## src/rtl/ex_muldiv_stage.sv

```systemverilog
// Multi-cycle RV32M/RV64M multiply/divide unit for the execute stage.
// Shift-add multiply and restoring divide share one 2*XLEN accumulator; latency is fixed at XLEN+2 cycles.
module ex_muldiv_stage #(
  parameter int XLEN    = 32,
  parameter int NUM_FWD = 2,
  parameter int SELW    = $clog2(NUM_FWD + 1)
) (
  input  logic                    clock,
  input  logic                    reset,
  input  logic                    md_enable_ip,
  input  logic [2:0]              md_operator_ip,
  input  logic [XLEN-1:0]         operand_a_ip,
  input  logic [XLEN-1:0]         operand_b_ip,
  input  logic [SELW-1:0]         fa_sel_ip,
  input  logic [SELW-1:0]         fb_sel_ip,
  input  logic [NUM_FWD*XLEN-1:0] fw_data_ip,
  input  logic [4:0]              write_reg_addr_ip,
  input  logic                    flush_ip,
  output logic                    busy_op,
  output logic [XLEN-1:0]         result_op,
  output logic                    result_valid_op,
  output logic [4:0]              write_reg_addr_op
);

  localparam int CW = $clog2(XLEN);
  localparam logic [CW-1:0] LAST = CW'(XLEN - 1);
  localparam logic [XLEN-1:0] MIN_NEG = {1'b1, {(XLEN-1){1'b0}}};

  typedef enum logic [1:0] {IDLE, RUN, DONE} state_t;

  state_t              r_state;
  logic [CW-1:0]       r_cnt;
  logic [2*XLEN-1:0]   r_acc;
  logic [XLEN-1:0]     r_magB;
  logic [XLEN-1:0]     r_opA;
  logic [2:0]          r_op;
  logic [4:0]          r_rd;
  logic                r_negQ;
  logic                r_negR;
  logic                r_divZero;
  logic                r_ovf;

  logic [XLEN-1:0]     w_opA;
  logic [XLEN-1:0]     w_opB;
  logic                w_signA;
  logic                w_signB;
  logic [XLEN-1:0]     w_magA;
  logic [XLEN-1:0]     w_magB;
  logic                w_accept;
  logic [XLEN:0]       w_addend;
  logic [XLEN:0]       w_mulSum;
  logic [XLEN:0]       w_shift;
  logic                w_ge;
  logic [XLEN-1:0]     w_diff;
  logic [2*XLEN-1:0]   w_accNext;
  logic [2*XLEN-1:0]   w_prod;
  logic [XLEN-1:0]     w_quo;
  logic [XLEN-1:0]     w_rem;
  logic [XLEN-1:0]     w_result;

  // Select value 0, or anything above NUM_FWD, falls back to the decode operand.
  always_comb begin
    w_opA = operand_a_ip;
    w_opB = operand_b_ip;
    for (int k = 1; k <= NUM_FWD; k++) begin
      if (fa_sel_ip == SELW'(k)) w_opA = fw_data_ip[(k-1)*XLEN +: XLEN];
      if (fb_sel_ip == SELW'(k)) w_opB = fw_data_ip[(k-1)*XLEN +: XLEN];
    end
  end

  always_comb begin
    w_signA  = (md_operator_ip inside {3'd1, 3'd2, 3'd4, 3'd6}) & w_opA[XLEN-1];
    w_signB  = (md_operator_ip inside {3'd1, 3'd4, 3'd6}) & w_opB[XLEN-1];
    w_magA   = w_signA ? -w_opA : w_opA;
    w_magB   = w_signB ? -w_opB : w_opB;
    w_accept = (r_state == IDLE) && md_enable_ip && !flush_ip;
    busy_op  = w_accept || ((r_state == RUN) && !flush_ip);
  end

  // Multiply keeps {partial product, remaining multiplier}; divide keeps {remainder, quotient bits}.
  always_comb begin
    w_addend = r_acc[0] ? {1'b0, r_magB} : '0;
    w_mulSum = {1'b0, r_acc[2*XLEN-1:XLEN]} + w_addend;
    w_shift  = {r_acc[2*XLEN-1:XLEN], r_acc[XLEN-1]};
    w_ge     = w_shift >= {1'b0, r_magB};
    w_diff   = w_shift[XLEN-1:0] - r_magB;
    if (r_op[2]) begin
      w_accNext = {(w_ge ? w_diff : w_shift[XLEN-1:0]), r_acc[XLEN-2:0], w_ge};
    end else begin
      w_accNext = {w_mulSum, r_acc[XLEN-1:1]};
    end
    w_prod = r_negQ ? -w_accNext : w_accNext;
    w_quo  = w_accNext[XLEN-1:0];
    w_rem  = w_accNext[2*XLEN-1:XLEN];
  end

  always_comb begin
    w_result = '0;
    if (!r_op[2]) begin
      w_result = (r_op[1:0] == 2'd0) ? w_prod[XLEN-1:0] : w_prod[2*XLEN-1:XLEN];
    end else if (r_divZero) begin
      w_result = r_op[1] ? r_opA : '1;
    end else if (r_ovf) begin
      w_result = r_op[1] ? '0 : MIN_NEG;
    end else if (r_op[1]) begin
      w_result = r_negR ? -w_rem : w_rem;
    end else begin
      w_result = r_negQ ? -w_quo : w_quo;
    end
  end

  always_ff @(posedge clock) begin
    if (reset) begin
      r_state           <= IDLE;
      r_cnt             <= '0;
      r_acc             <= '0;
      r_magB            <= '0;
      r_opA             <= '0;
      r_op              <= '0;
      r_rd              <= '0;
      r_negQ            <= 1'b0;
      r_negR            <= 1'b0;
      r_divZero         <= 1'b0;
      r_ovf             <= 1'b0;
      result_op         <= '0;
      result_valid_op   <= 1'b0;
      write_reg_addr_op <= '0;
    end else begin
      result_valid_op <= 1'b0;
      case (r_state)
        IDLE: begin
          if (w_accept) begin
            r_state   <= RUN;
            r_cnt     <= '0;
            r_acc     <= {{XLEN{1'b0}}, w_magA};
            r_magB    <= w_magB;
            r_opA     <= w_opA;
            r_op      <= md_operator_ip;
            r_rd      <= write_reg_addr_ip;
            r_negQ    <= w_signA ^ w_signB;
            r_negR    <= w_signA;
            r_divZero <= (w_opB == '0);
            r_ovf     <= (md_operator_ip inside {3'd4, 3'd6}) && (w_opA == MIN_NEG) && (w_opB == '1);
          end
        end
        RUN: begin
          if (flush_ip) begin
            r_state <= IDLE;
          end else begin
            r_acc <= w_accNext;
            r_cnt <= r_cnt + CW'(1);
            if (r_cnt == LAST) begin
              r_state           <= DONE;
              result_op         <= w_result;
              result_valid_op   <= 1'b1;
              write_reg_addr_op <= r_rd;
            end
          end
        end
        DONE: r_state <= IDLE;
        default: r_state <= IDLE;
      endcase
    end
  end

endmodule

```

## config.mk

```make
export PLATFORM = sky130hd
export DESIGN_NAME = ex_muldiv_stage
export DESIGN_NICKNAME = d
export VERILOG_FILES = /design/src/rtl/ex_muldiv_stage.sv
export SDC_FILE = /design/constraint.sdc
export NUM_CORES = 1
export LEC_CHECK = 0
export ABC_AREA = 1
export BUFFER_PORTS_ARGS = -buffer_cell sky130_fd_sc_hd__buf_2
export CAP_MARGIN = 20
export CORE_MARGIN = 2
export CORE_UTILIZATION = 27
export DETAILED_ROUTE_END_ITERATION = 12
export PLACE_DENSITY_LB_ADDON = 0.3
export SYNTH_ARGS = -nofsm -noshare
export SYNTH_HDL_FRONTEND = slang
export SYNTH_SLANG_ARGS = --single-unit
```

## constraint.sdc

```tcl
create_clock -name clock -period 8.7 [get_ports clock]
set_input_delay 1.74 -clock clock [delete_from_list [all_inputs] [get_ports clock]]
set_output_delay 1.74 -clock clock [all_outputs]
set_load 0.1 [all_outputs]
```

==> results.md <==
- Result of the run: finished clean
- Initial core utilization: 27.3%
- Endpoint arrival time on the critical path: 3.90 ns
- Top routing layer used: met4
- Setup Skew: 0.0282 ns
- Number of instances in the synthesized netlist: 3611
- Number of global-route vias before repair: 21800
- WL/cell: 19.4 um
- Synth Net Count: 3827
- Sink count of the clock tree: 185
- Total negative slack for setup checks: 0 ns
- Global-route wire length before repair: 135000 um
- Fmax: 177 MHz
- TritonCTS clock tree: done
- Maximum capacitance violations: 0
- Ys Warns: 0
- Placed cell area: 22000 um^2
- Unrepaired setup endpoints after global routing: false
- Post-CTS Setup Inserts: 0
- Number of gates resized after CTS: 0
- Max Fanout on Critical Path: 52
- Site row count: 100
- Most used flip-flop cell after synthesis: sky130_fd_sc_hd__dfxtp_1
- Type of the worst setup path: input pin to primary output
- Routed vias: 24100
- Fraction of registers with async set/reset: 0%
- Ant. Diodes: 0
- Overflow left after global routing: 0
- Crit end category: primary output
- Min-Delay Path Class: flop to flop
- Number of port buffers: 182
- Cell at the root of the clock tree: sky130_fd_sc_hd__clkbuf_16
- Global placement routability congestion: 0.980
- Worst EP required: 6.96 ns
- Number of CTS-inserted buffers: 17
- Net total in the final layout: 3911
- Netlist Area Pre-Place: 20300 um^2
- Leak: 11.1 nW
- Share of the clock period used by the worst path after layout: 64.8%
- Number of hold buffers added after cts: 0
- Count of flip-flops with a built-in enable after synthesis: 0
- Layout cells sized above 1: 11.9%
- Largest net degree at the start of global routing: 82
- Headroom to the max-slew limit: 29.6%
- Die Y-Extent: 278 um
- Met2 wirelength from detailed routing: 40500 um
- DRC marker count from the first detailed-route iteration: 2749
- Share of synthesized area occupied by flip-flops and latches: 18.2%
- Half-perimeter wire length of the detailed placement result: 72900 um
- Clock input transition at the sequential cells of the worst setup and hold paths: 0.08 ns
- Aggregate global-route resource usage: 22.9%
- Chip width: 278 um
- Area of the placeable core: 74400 um^2
- Transition time of the tightest slew-check pin: 1.05 ns
- Number of H-tree levels: 4
- Clock latency at the later pin of the worst-skew pair: 0.50 ns
- Count of endpoints failing setup in the final report: 0
- Aggregate routed wire length: 90900 um
- Sum of routed wire segments on met1: 40800 um
- Die area: 77500 um^2
- Final hold viol count: 0
- Area grow syn2layout: 11.3%
- Via-to-Cell Ratio: 5.14
- Startpoint type of the worst setup path: input pin
- Maximum count of clock buffers along a single path: 2
- Count of TritonRoute iterations in the first routing pass: 6
- Final critical-path required period: 5.64 ns
- Max Slew Vio Count: 0
- Post-detailed-route count of antenna-violating nets: 0
- Distinct cell type count after synthesis: 62
- Number of ports placed on the die boundary: 183
- Synth Register Bits: 185
- Post-route DRC: 0
- Power density over the cells: 132 nW/um^2
- Cell area after layout: 22600 um^2
- Routed met3 length: 6150 um
- Peak supply drop: 0.129 mV
- Initial antenna violation count: 1
- Mean cell area of the mapped netlist: 5.63 um^2
critical path, cell delays in order:
cell                      delay, ns
sky130_fd_sc_hd__buf_2         0.12
sky130_fd_sc_hd__inv_1         0.05
sky130_fd_sc_hd__nand3_1       0.21
sky130_fd_sc_hd__inv_1         0.33
sky130_fd_sc_hd__nor2_4        0.06
sky130_fd_sc_hd__buf_4         0.31
sky130_fd_sc_hd__inv_1         0.11
sky130_fd_sc_hd__buf_4         0.41
sky130_fd_sc_hd__buf_2         0.52
final cells by class:
type	count	area (um^2)
well taps	969	1210
clock inverters	14	204
inverters	504	1890
repair buffers	220	1200
fillers	8485	51800
clock buffers	17	425
multi-input cells	2767	14000
flip-flops and latches	185	3710
metrics by stage:
| stage | instances | power, W | hold WS (ns) | utilization, % | worst slack (ns) |
|---|---|---|---|---|---|
| floorplan | 3611 | 0.00174 | 0.423 | - | 3.57 |
| global placement | 4645 | 0.00211 | 0.450 | 29.5 | 3.04 |
| detailed placement | 4645 | 0.00212 | 0.441 | 29.5 | 3.04 |
| CTS | 4676 | 0.00298 | 0.460 | 30.4 | 3.04 |
| global route | 4676 | 0.00314 | 0.484 | 30.4 | 2.84 |
| finish | 4676 | 0.00298 | 0.460 | 30.4 | 3.06 |
kinds of logic after synthesis:
family | Yosys count | share of synthesized area (%)
adders and majority gates | 72 | 4.51
AOI/OAI and AO/OA | 735 | 19.9
xor gates and xnor gates | 58 | 2.50
buffers and inverters | 659 | 13.1
DFF | 185 | 18.2
and+or+nand+nor | 1902 | 41.7
routing by layer:
layer,up-vias,track usage [%]
li1,11900,-
met1,11000,31.4
met2,1023,36.7
met3,129,2.70
met4,0,8.70
met5,-,0
path summary, 6_finish.rpt:
| path | from | slack (ns) | end | cells past startpoint |
|---|---|---|---|---|
| worst max-delay path | flush_ip | 3.06 | busy_op | 9 |
| worst min-delay path | r_rd[4] | 0.46 | write_reg_addr_op[4] | 2 |
| worst max register to register | r_magB[30] | 3.72 | result_op[6] | 27 |
| worst min register to register | r_rd[4] | 0.46 | write_reg_addr_op[4] | 2 |
Yosys cell counts, types with 11 or more instances:
cell type,count,area share (%)
sky130_fd_sc_hd__a21oi_1,293,7.2
sky130_fd_sc_hd__buf_1,13,0.24
sky130_fd_sc_hd__buf_2,28,0.69
sky130_fd_sc_hd__buf_6,15,0.83
sky130_fd_sc_hd__clkbuf_1,89,1.6
sky130_fd_sc_hd__dfxtp_1,185,18
sky130_fd_sc_hd__ha_1,70,4.3
sky130_fd_sc_hd__inv_1,482,8.9
sky130_fd_sc_hd__inv_2,18,0.33
sky130_fd_sc_hd__nand2_1,1053,19
sky130_fd_sc_hd__nand2_2,41,1.3
sky130_fd_sc_hd__nand3_1,291,7.2
sky130_fd_sc_hd__nand3_2,25,1.2
sky130_fd_sc_hd__nand3b_1,16,0.59
sky130_fd_sc_hd__nand4_1,56,1.7
sky130_fd_sc_hd__nor2_1,280,5.2
sky130_fd_sc_hd__nor2_2,32,0.99
sky130_fd_sc_hd__nor2_4,11,0.61
sky130_fd_sc_hd__nor3_1,33,0.81
sky130_fd_sc_hd__o211ai_1,40,1.5
sky130_fd_sc_hd__o21ai_0,256,6.3
sky130_fd_sc_hd__o21ai_1,22,0.54
sky130_fd_sc_hd__o22ai_1,61,1.9
sky130_fd_sc_hd__or2_2,22,0.68
sky130_fd_sc_hd__xnor2_1,27,1.2
sky130_fd_sc_hd__xor2_1,31,1.3
power by group:
part	internal (W)	switching [W]	total (W)
Clock	0.000440	0.000416	0.000857
Sequential	0.000883	0.0000318	0.000915
Combinational	0.000349	0.000861	0.00121
Total	0.00167	0.00131	0.00298
flip-flops by register name, indices dropped and copies added (netlist names), 2 cells and up:
name,count
r_acc,64
r_magB,32
r_opA,32
result_op,32
r_cnt,5
r_rd,5
write_reg_addr_op,5
r_op,3
r_state,2
cell usage in the layout (no fill, tap or decap), types with 38 or more instances in the layout:
cell type,synthesis,layout
sky130_fd_sc_hd__a21oi_1,293,293
sky130_fd_sc_hd__buf_2,28,182
sky130_fd_sc_hd__buf_4,9,38
sky130_fd_sc_hd__dfxtp_1,185,182
sky130_fd_sc_hd__ha_1,70,70
sky130_fd_sc_hd__inv_1,482,482
sky130_fd_sc_hd__nand2_1,1053,1053
sky130_fd_sc_hd__nand2_2,41,41
sky130_fd_sc_hd__nand3_1,291,291
sky130_fd_sc_hd__nand4_1,56,56
sky130_fd_sc_hd__nor2_1,280,274
sky130_fd_sc_hd__o211ai_1,40,40
sky130_fd_sc_hd__o21ai_0,256,256
sky130_fd_sc_hd__o22ai_1,61,61
No activity file was read; power rests on OpenSTA's default activity.
